## src/rtl/mod_fetch_unit.sv

```systemverilog
// Instruction fetch stage: owns the PC, addresses the combinational ROM and
// fills the IF/ID register, with stall, redirect flush and end-of-program halt.
module mod_fetch_unit #(
  parameter logic [31:0] RESET_PC = 32'h0000_0000
) (
  input  logic        clk,
  input  logic        reset,
  input  logic        stall,
  input  logic        redirect_valid,
  input  logic [31:0] redirect_target,
  output logic [29:0] rom_address,
  input  logic [31:0] rom_instruction,
  input  logic        rom_mem_end,
  output logic [31:0] if_id_instruction,
  output logic [31:0] if_id_pc_plus4,
  output logic        if_id_valid,
  output logic        halted,
  output logic [31:0] fetch_count
);

  typedef enum logic {
    FETCH = 1'b0,
    HALT  = 1'b1
  } state_t;

  state_t      state, state_next;
  logic [31:0] pc, pc_next;
  logic [31:0] pc_plus4;
  logic [31:0] instr_next;
  logic [31:0] pc_plus4_next;
  logic        valid_next;
  logic [31:0] count_next;
  logic        unused_target_bits;

  assign pc_plus4           = pc + 32'd4;
  assign rom_address        = pc[31:2];
  assign halted             = (state == HALT);
  assign unused_target_bits = ^redirect_target[1:0];

  // A redirect always wins over stall and flushes IF/ID; the data fields are
  // left as they were since a cleared valid already marks them dead.
  always_comb begin
    state_next    = state;
    pc_next       = pc;
    instr_next    = if_id_instruction;
    pc_plus4_next = if_id_pc_plus4;
    valid_next    = if_id_valid;
    count_next    = fetch_count;
    if (redirect_valid) begin
      pc_next    = {redirect_target[31:2], 2'b00};
      valid_next = 1'b0;
      state_next = FETCH;
    end else if (!stall) begin
      case (state)
        FETCH: begin
          if (rom_mem_end) begin
            valid_next = 1'b0;
            state_next = HALT;
          end else begin
            instr_next    = rom_instruction;
            pc_plus4_next = pc_plus4;
            valid_next    = 1'b1;
            pc_next       = pc_plus4;
            count_next    = fetch_count + 32'd1;
          end
        end
        HALT: valid_next = 1'b0;
        default: state_next = FETCH;
      endcase
    end
  end

  always_ff @(posedge clk) begin
    if (reset) begin
      state             <= FETCH;
      pc                <= RESET_PC;
      if_id_instruction <= 32'd0;
      if_id_pc_plus4    <= 32'd0;
      if_id_valid       <= 1'b0;
      fetch_count       <= 32'd0;
    end else begin
      state             <= state_next;
      pc                <= pc_next;
      if_id_instruction <= instr_next;
      if_id_pc_plus4    <= pc_plus4_next;
      if_id_valid       <= valid_next;
      fetch_count       <= count_next;
    end
  end

endmodule

```

## config.mk

```make
export PLATFORM = sky130hd
export DESIGN_NAME = mod_fetch_unit
export DESIGN_NICKNAME = d
export VERILOG_FILES = /design/src/rtl/mod_fetch_unit.sv
export SDC_FILE = /design/constraint.sdc
export NUM_CORES = 1
export LEC_CHECK = 0
export ABC_AREA = 1
export BUFFER_PORTS_ARGS = -buffer_cell sky130_fd_sc_hd__buf_2
export CAP_MARGIN = 20
export CORE_UTILIZATION = 57
export CTS_BUF_LIST = sky130_fd_sc_hd__clkbuf_4 sky130_fd_sc_hd__clkbuf_8
export DETAILED_ROUTE_END_ITERATION = 10
export GPL_ROUTABILITY_DRIVEN = 0
export PLACE_DENSITY = 0.95
export SLEW_MARGIN = 20
export SYNTH_ARGS = -nofsm -noshare
export SYNTH_HDL_FRONTEND = slang
export SYNTH_SLANG_ARGS = --single-unit
```

## constraint.sdc

```tcl
create_clock -name clk -period 3.75 [get_ports clk]
set_input_delay 0.375 -clock clk [delete_from_list [all_inputs] [get_ports clk]]
set_output_delay 0.375 -clock clk [all_outputs]
set_load 0.05 [all_outputs]
```

==> results.txt <==
The run finished with clean final reports. The startpoint kind of the worst setup timing path is an input port. Headroom to the max-slew limit came out at 49.78%.

The min-delay analysis places its worst path in the category input port to register. Averaged over all synthesized cells, the footprint is 6.682 um2. Summed over all layers, the routed wires come to 16.00 mm. The clock input transition at the sequential cells of the worst setup and hold paths is 80 ps. In this run the clock root is driven by a sky130_fd_sc_hd__clkbuf_8. The per-cell via count in the routed design came out at 5.257.

Measured against the total synthesized area, the mux share comes to 0%. The mean routed wirelength per cell is 12.92 um. Setup repair after global routing left no endpoint under its margin.

The wire length of the first global-routing pass came out at 26.70 mm. The floorplan die width is 105.3 um. The total leakage power is 0.003321 uW. The final count of pins violating max slew was 0. The data arrival time at the worst-slack endpoint came out at 2210 ps. The hold buffer count at cts came out at 0. Hold is met by 188.4 ps. The area share of fa/ha/maj cells after synthesis is 0.4115%. At the pin with the least slew margin, the transition time is 753.4 ps.

Port buffering added 192 buffers. The number of warning messages in the yosys log is 0. TritonCTS built the clock tree.

Synthesis produced a netlist whose cell count is 910. The synthesized-area fraction occupied by ao, oa, aoi and oai cells came out at 14.05%. The level count of the clock H-tree is 4.

The area growth from synthesis to layout is 22.26%. The routed layout has 6513 vias. After synthesis, the largest family of logic cells by area is simple AND/OR/NAND/NOR gates.

The maximum fanout encountered on the critical timing path is 79. Summed over all nets, the switching power comes to 916.4 uW. The largest net degree at the start of global routing came out at 80. The HPWL after detailed placement came out at 11.34 mm. The final setup skew came out at 16.93 ps. The total count of hold-check failures in the final report was 0. The number of maximum-capacitance constraint violations is 0.

The power density normalized to cell area came out at 398.7 nW/um2. The number of global-route vias before repair came out at 6010. The floorplan step defined a die boundary enclosing 11080 um2. The simple-gate share of the synthesized area came out at 33.97%. The upper clock frequency limit is 522.3 MHz. The filler cell count in the final layout is 843. The critical path is of the input port to register type. The number of search-and-repair iterations in the first detailed-routing pass came out at 6.

The flip-flop and latch count after synthesis came out at 126. The synthesized-area fraction occupied by xor and xnor cells is 1.440%. The part of the power in combinational logic came out at 13.4%.

The final number of setup-violating endpoints is 0. For this run, the register share of the synthesized area comes to 41.48%. The final critical path time including I/O delays and setup is 1915 ps. The number of placement rows is 37. The switching share of total power is 30.91%.

In this run, post-CTS repair resized a total of 0 instances. The number of antenna repair diodes came out at 0. The netlist uses 35 different library cells. The mapped netlist covers 6081 um2. The clock sink count came out at 126. The total negative slack for setup checks came out at 0 ps. The detail route stage leaves a number of antenna-violating nets equal to 0.

The number of cells traversed by the worst register-to-register path came out at 9. Registers are responsible for 47.9% of the overall power. The number of nets in the layout is 1161. The post-route netlist has 24.03% of its cells at a drive strength greater than 1. For hold timing, the worst endpoint is if_id_instruction[20]. Summed over all layers, the global routing overflow is 0. The total clock buffers created by CTS came out at 17. The DRC violation count after routing is 0. Setup slack on the worst reg-to-reg path comes out at 1920 ps. At the later pin of the worst-skew pair, clock insertion delay measures 430 ps. The global-route usage over all layers is 29.58%. The worst setup path is captured at a register.

Data on the critical path is required at its endpoint by 4050 ps. The core area is 10320 um2. The number of top-level design ports is 197. The number of antenna violations at the first check in global routing came out at 0. The share of the cycle needed by the critical path after routing came out at 51.06%.

The detailed router finished its first iteration with 420 violations. Counting instances, the worst hold path has a depth of 3. The clock network burns 38.7% of the power. In this run the critical register-to-register path is launched from halted.

In this run the vertical extent of the chip is 105.3 um. The cell-internal power is 2048 uW. The effective utilization at floorplan is 58.90%. The clock passes through at most 2 buffers. The maximum ir drop on the vdd rail came out at 0.2687 mV. The post-CTS repair timing setup buffer count came out at 0. In this run the worst setup path begins at redirect_valid. In this run the critical register-to-register path is captured at fetch_count[25]. In this run the most critical hold path is launched from rom_instruction[20].
-- synthesized netlist by cell type --
master | count | area share [%]
sky130_fd_sc_hd__buf_2 | 11 | 0.91
sky130_fd_sc_hd__conb_1 | 1 | 0.062
sky130_fd_sc_hd__a31oi_1 | 9 | 0.93
sky130_fd_sc_hd__nor2_2 | 11 | 1.1
sky130_fd_sc_hd__nand4_1 | 8 | 0.82
sky130_fd_sc_hd__o21ai_0 | 65 | 5.3
sky130_fd_sc_hd__xor2_1 | 7 | 1.0
sky130_fd_sc_hd__xnor2_1 | 3 | 0.43
sky130_fd_sc_hd__clkbuf_1 | 16 | 0.99
sky130_fd_sc_hd__inv_1 | 82 | 5.1
sky130_fd_sc_hd__nand2_4 | 1 | 0.19
sky130_fd_sc_hd__a211oi_1 | 1 | 0.12
sky130_fd_sc_hd__a21oi_2 | 1 | 0.14
sky130_fd_sc_hd__buf_6 | 1 | 0.19
sky130_fd_sc_hd__dfxtp_1 | 126 | 41
sky130_fd_sc_hd__a21oi_1 | 77 | 6.3
sky130_fd_sc_hd__nand3_4 | 1 | 0.29
sky130_fd_sc_hd__nor2_4 | 8 | 1.5
sky130_fd_sc_hd__nor4_1 | 1 | 0.10
sky130_fd_sc_hd__or3_1 | 1 | 0.10
sky130_fd_sc_hd__buf_1 | 1 | 0.062
sky130_fd_sc_hd__nand2_1 | 245 | 15
sky130_fd_sc_hd__nand3b_1 | 1 | 0.12
sky130_fd_sc_hd__nand2_2 | 10 | 1.0
sky130_fd_sc_hd__inv_2 | 2 | 0.12
sky130_fd_sc_hd__clkinv_1 | 1 | 0.062
sky130_fd_sc_hd__nor2_1 | 152 | 9.4
sky130_fd_sc_hd__nor2_8 | 1 | 0.33
sky130_fd_sc_hd__buf_12 | 1 | 0.33
sky130_fd_sc_hd__a22o_1 | 7 | 1.0
sky130_fd_sc_hd__o21ai_1 | 2 | 0.16
sky130_fd_sc_hd__nand3_1 | 39 | 3.2
sky130_fd_sc_hd__buf_4 | 7 | 0.86
sky130_fd_sc_hd__nor3_1 | 8 | 0.66
sky130_fd_sc_hd__ha_1 | 2 | 0.41
-- state kept, by name, summed over array words and instances, names as in the netlist --
signal / cells
if_id_valid: 1
fetch_count: 32
halted: 1
pc: 30
if_id_pc_plus4: 30
if_id_instruction: 32
-- metrics by stage --
stage / total power (uW) / setup WS (ps) / cell area, um2 / std cells / util (%)
global route: 3077 / 1676 / 7435 / 1239 / 72.02
CTS: 2974 / 1877 / 7435 / 1239 / 72.02
floorplan: 1739 / 1921 / 6085 / 911 / -
finish: 2964 / 1835 / 7435 / 1239 / 72.02
detailed placement: 1846 / 1469 / 7052 / 1207 / 68.31
global placement: 1838 / 1498 / 7051 / 1207 / 68.29
-- how the worst max path moves through the flow --
stage / slack [ps] / end / depth (start not counted)
2_1_floorplan: 1920 / if_id_pc_plus4[14] / 8
3_3_place_gp: 1500 / fetch_count[20] / 11
3_5_place_dp: 1470 / fetch_count[16] / 8
4_1_cts: 1880 / fetch_count[16] / 8
5_1_grt: 1680 / fetch_count[6] / 8
6_report: 1840 / fetch_count[16] / 8
-- layer usage --
| metal | part of all wire, % | GRT usage, % | vias up |
|---|---|---|---|
| met5 | 0 | 0 | - |
| li1 | - | - | 3252 |
| met2 | 49 | 51.88 | 298 |
| met4 | 3.1 | 12.78 | 0 |
| met1 | 39 | 33.58 | 2916 |
| met3 | 8.7 | 8.101 | 47 |
-- worst max-delay path, cell delays in order --
cell                      delay (ps)
sky130_fd_sc_hd__buf_2           540
sky130_fd_sc_hd__nor2_4           40
sky130_fd_sc_hd__nand2_2         100
sky130_fd_sc_hd__buf_4           610
sky130_fd_sc_hd__nor2_4          130
sky130_fd_sc_hd__nand3_1         160
sky130_fd_sc_hd__xor2_1          190
sky130_fd_sc_hd__nor2_1           50
-- cells by family (layout without fill, tap and decap cells) --
logic type / count (synthesis) / after routing
AOI/OAI and AO/OA: 162 / 162
other: 1 / 2
adders and majority gates: 2 / 2
xor gates and xnor gates: 10 / 10
and+or+nand+nor: 487 / 487
buffers and inverters: 122 / 314
DFF: 126 / 126
-- power by group through the flow --
stage               combinational [uW]  clock, uW  sequential (uW)
finish                             397       1150             1420
global route                       430       1220             1430
CTS                                396       1160             1420
detailed placement                 395          0             1450
global placement                   389          0             1450
floorplan                          141          0             1600
-- layout make-up --
class	instances	area, um2	area share (%)
tap	136	170.2	2.289
sequential	126	2522	33.93
inverter	85	320.3	4.308
multi-input combinational	663	3040	40.90
timing repair buffer	197	998.5	13.43
clock inverter	13	127.6	1.717
clock buffer	19	255.2	3.433
-- cells in the final DEF, fill, tap and decap left out --
| cell type | synthesis | layout |
|---|---|---|
| sky130_fd_sc_hd__o21ai_1 | 2 | 2 |
| sky130_fd_sc_hd__a21oi_2 | 1 | 1 |
| sky130_fd_sc_hd__nor2_2 | 11 | 11 |
| sky130_fd_sc_hd__clkbuf_4 | 0 | 1 |
| sky130_fd_sc_hd__dfxtp_1 | 126 | 126 |
| sky130_fd_sc_hd__clkbuf_8 | 0 | 18 |
| sky130_fd_sc_hd__nand2_1 | 245 | 245 |
| sky130_fd_sc_hd__xnor2_1 | 3 | 3 |
| sky130_fd_sc_hd__a31oi_1 | 9 | 9 |
| sky130_fd_sc_hd__nand3_1 | 39 | 39 |
| sky130_fd_sc_hd__nand3b_1 | 1 | 1 |
| sky130_fd_sc_hd__buf_4 | 7 | 5 |
| sky130_fd_sc_hd__clkinv_4 | 0 | 2 |
| sky130_fd_sc_hd__a22o_1 | 7 | 7 |
| sky130_fd_sc_hd__nand3_4 | 1 | 1 |
| sky130_fd_sc_hd__clkinvlp_4 | 0 | 3 |
| sky130_fd_sc_hd__bufinv_16 | 0 | 1 |
| sky130_fd_sc_hd__clkinv_2 | 0 | 2 |
| sky130_fd_sc_hd__a21oi_1 | 77 | 77 |
| sky130_fd_sc_hd__a211oi_1 | 1 | 1 |
| sky130_fd_sc_hd__conb_1 | 1 | 2 |
| sky130_fd_sc_hd__nor2_8 | 1 | 1 |
| sky130_fd_sc_hd__inv_2 | 2 | 2 |
| sky130_fd_sc_hd__ha_1 | 2 | 2 |
| sky130_fd_sc_hd__nand4_1 | 8 | 8 |
| sky130_fd_sc_hd__or3_1 | 1 | 1 |
| sky130_fd_sc_hd__inv_6 | 0 | 6 |
| sky130_fd_sc_hd__o21ai_0 | 65 | 65 |
| sky130_fd_sc_hd__inv_1 | 82 | 82 |
| sky130_fd_sc_hd__buf_2 | 11 | 192 |
| sky130_fd_sc_hd__nand2_4 | 1 | 1 |
| sky130_fd_sc_hd__xor2_1 | 7 | 7 |
| sky130_fd_sc_hd__nor2_1 | 152 | 152 |
| sky130_fd_sc_hd__nand2_2 | 10 | 10 |
| sky130_fd_sc_hd__nor3_1 | 8 | 8 |
| sky130_fd_sc_hd__nor2_4 | 8 | 8 |
| sky130_fd_sc_hd__nor4_1 | 1 | 1 |
(Power assumes the default switching activity.)
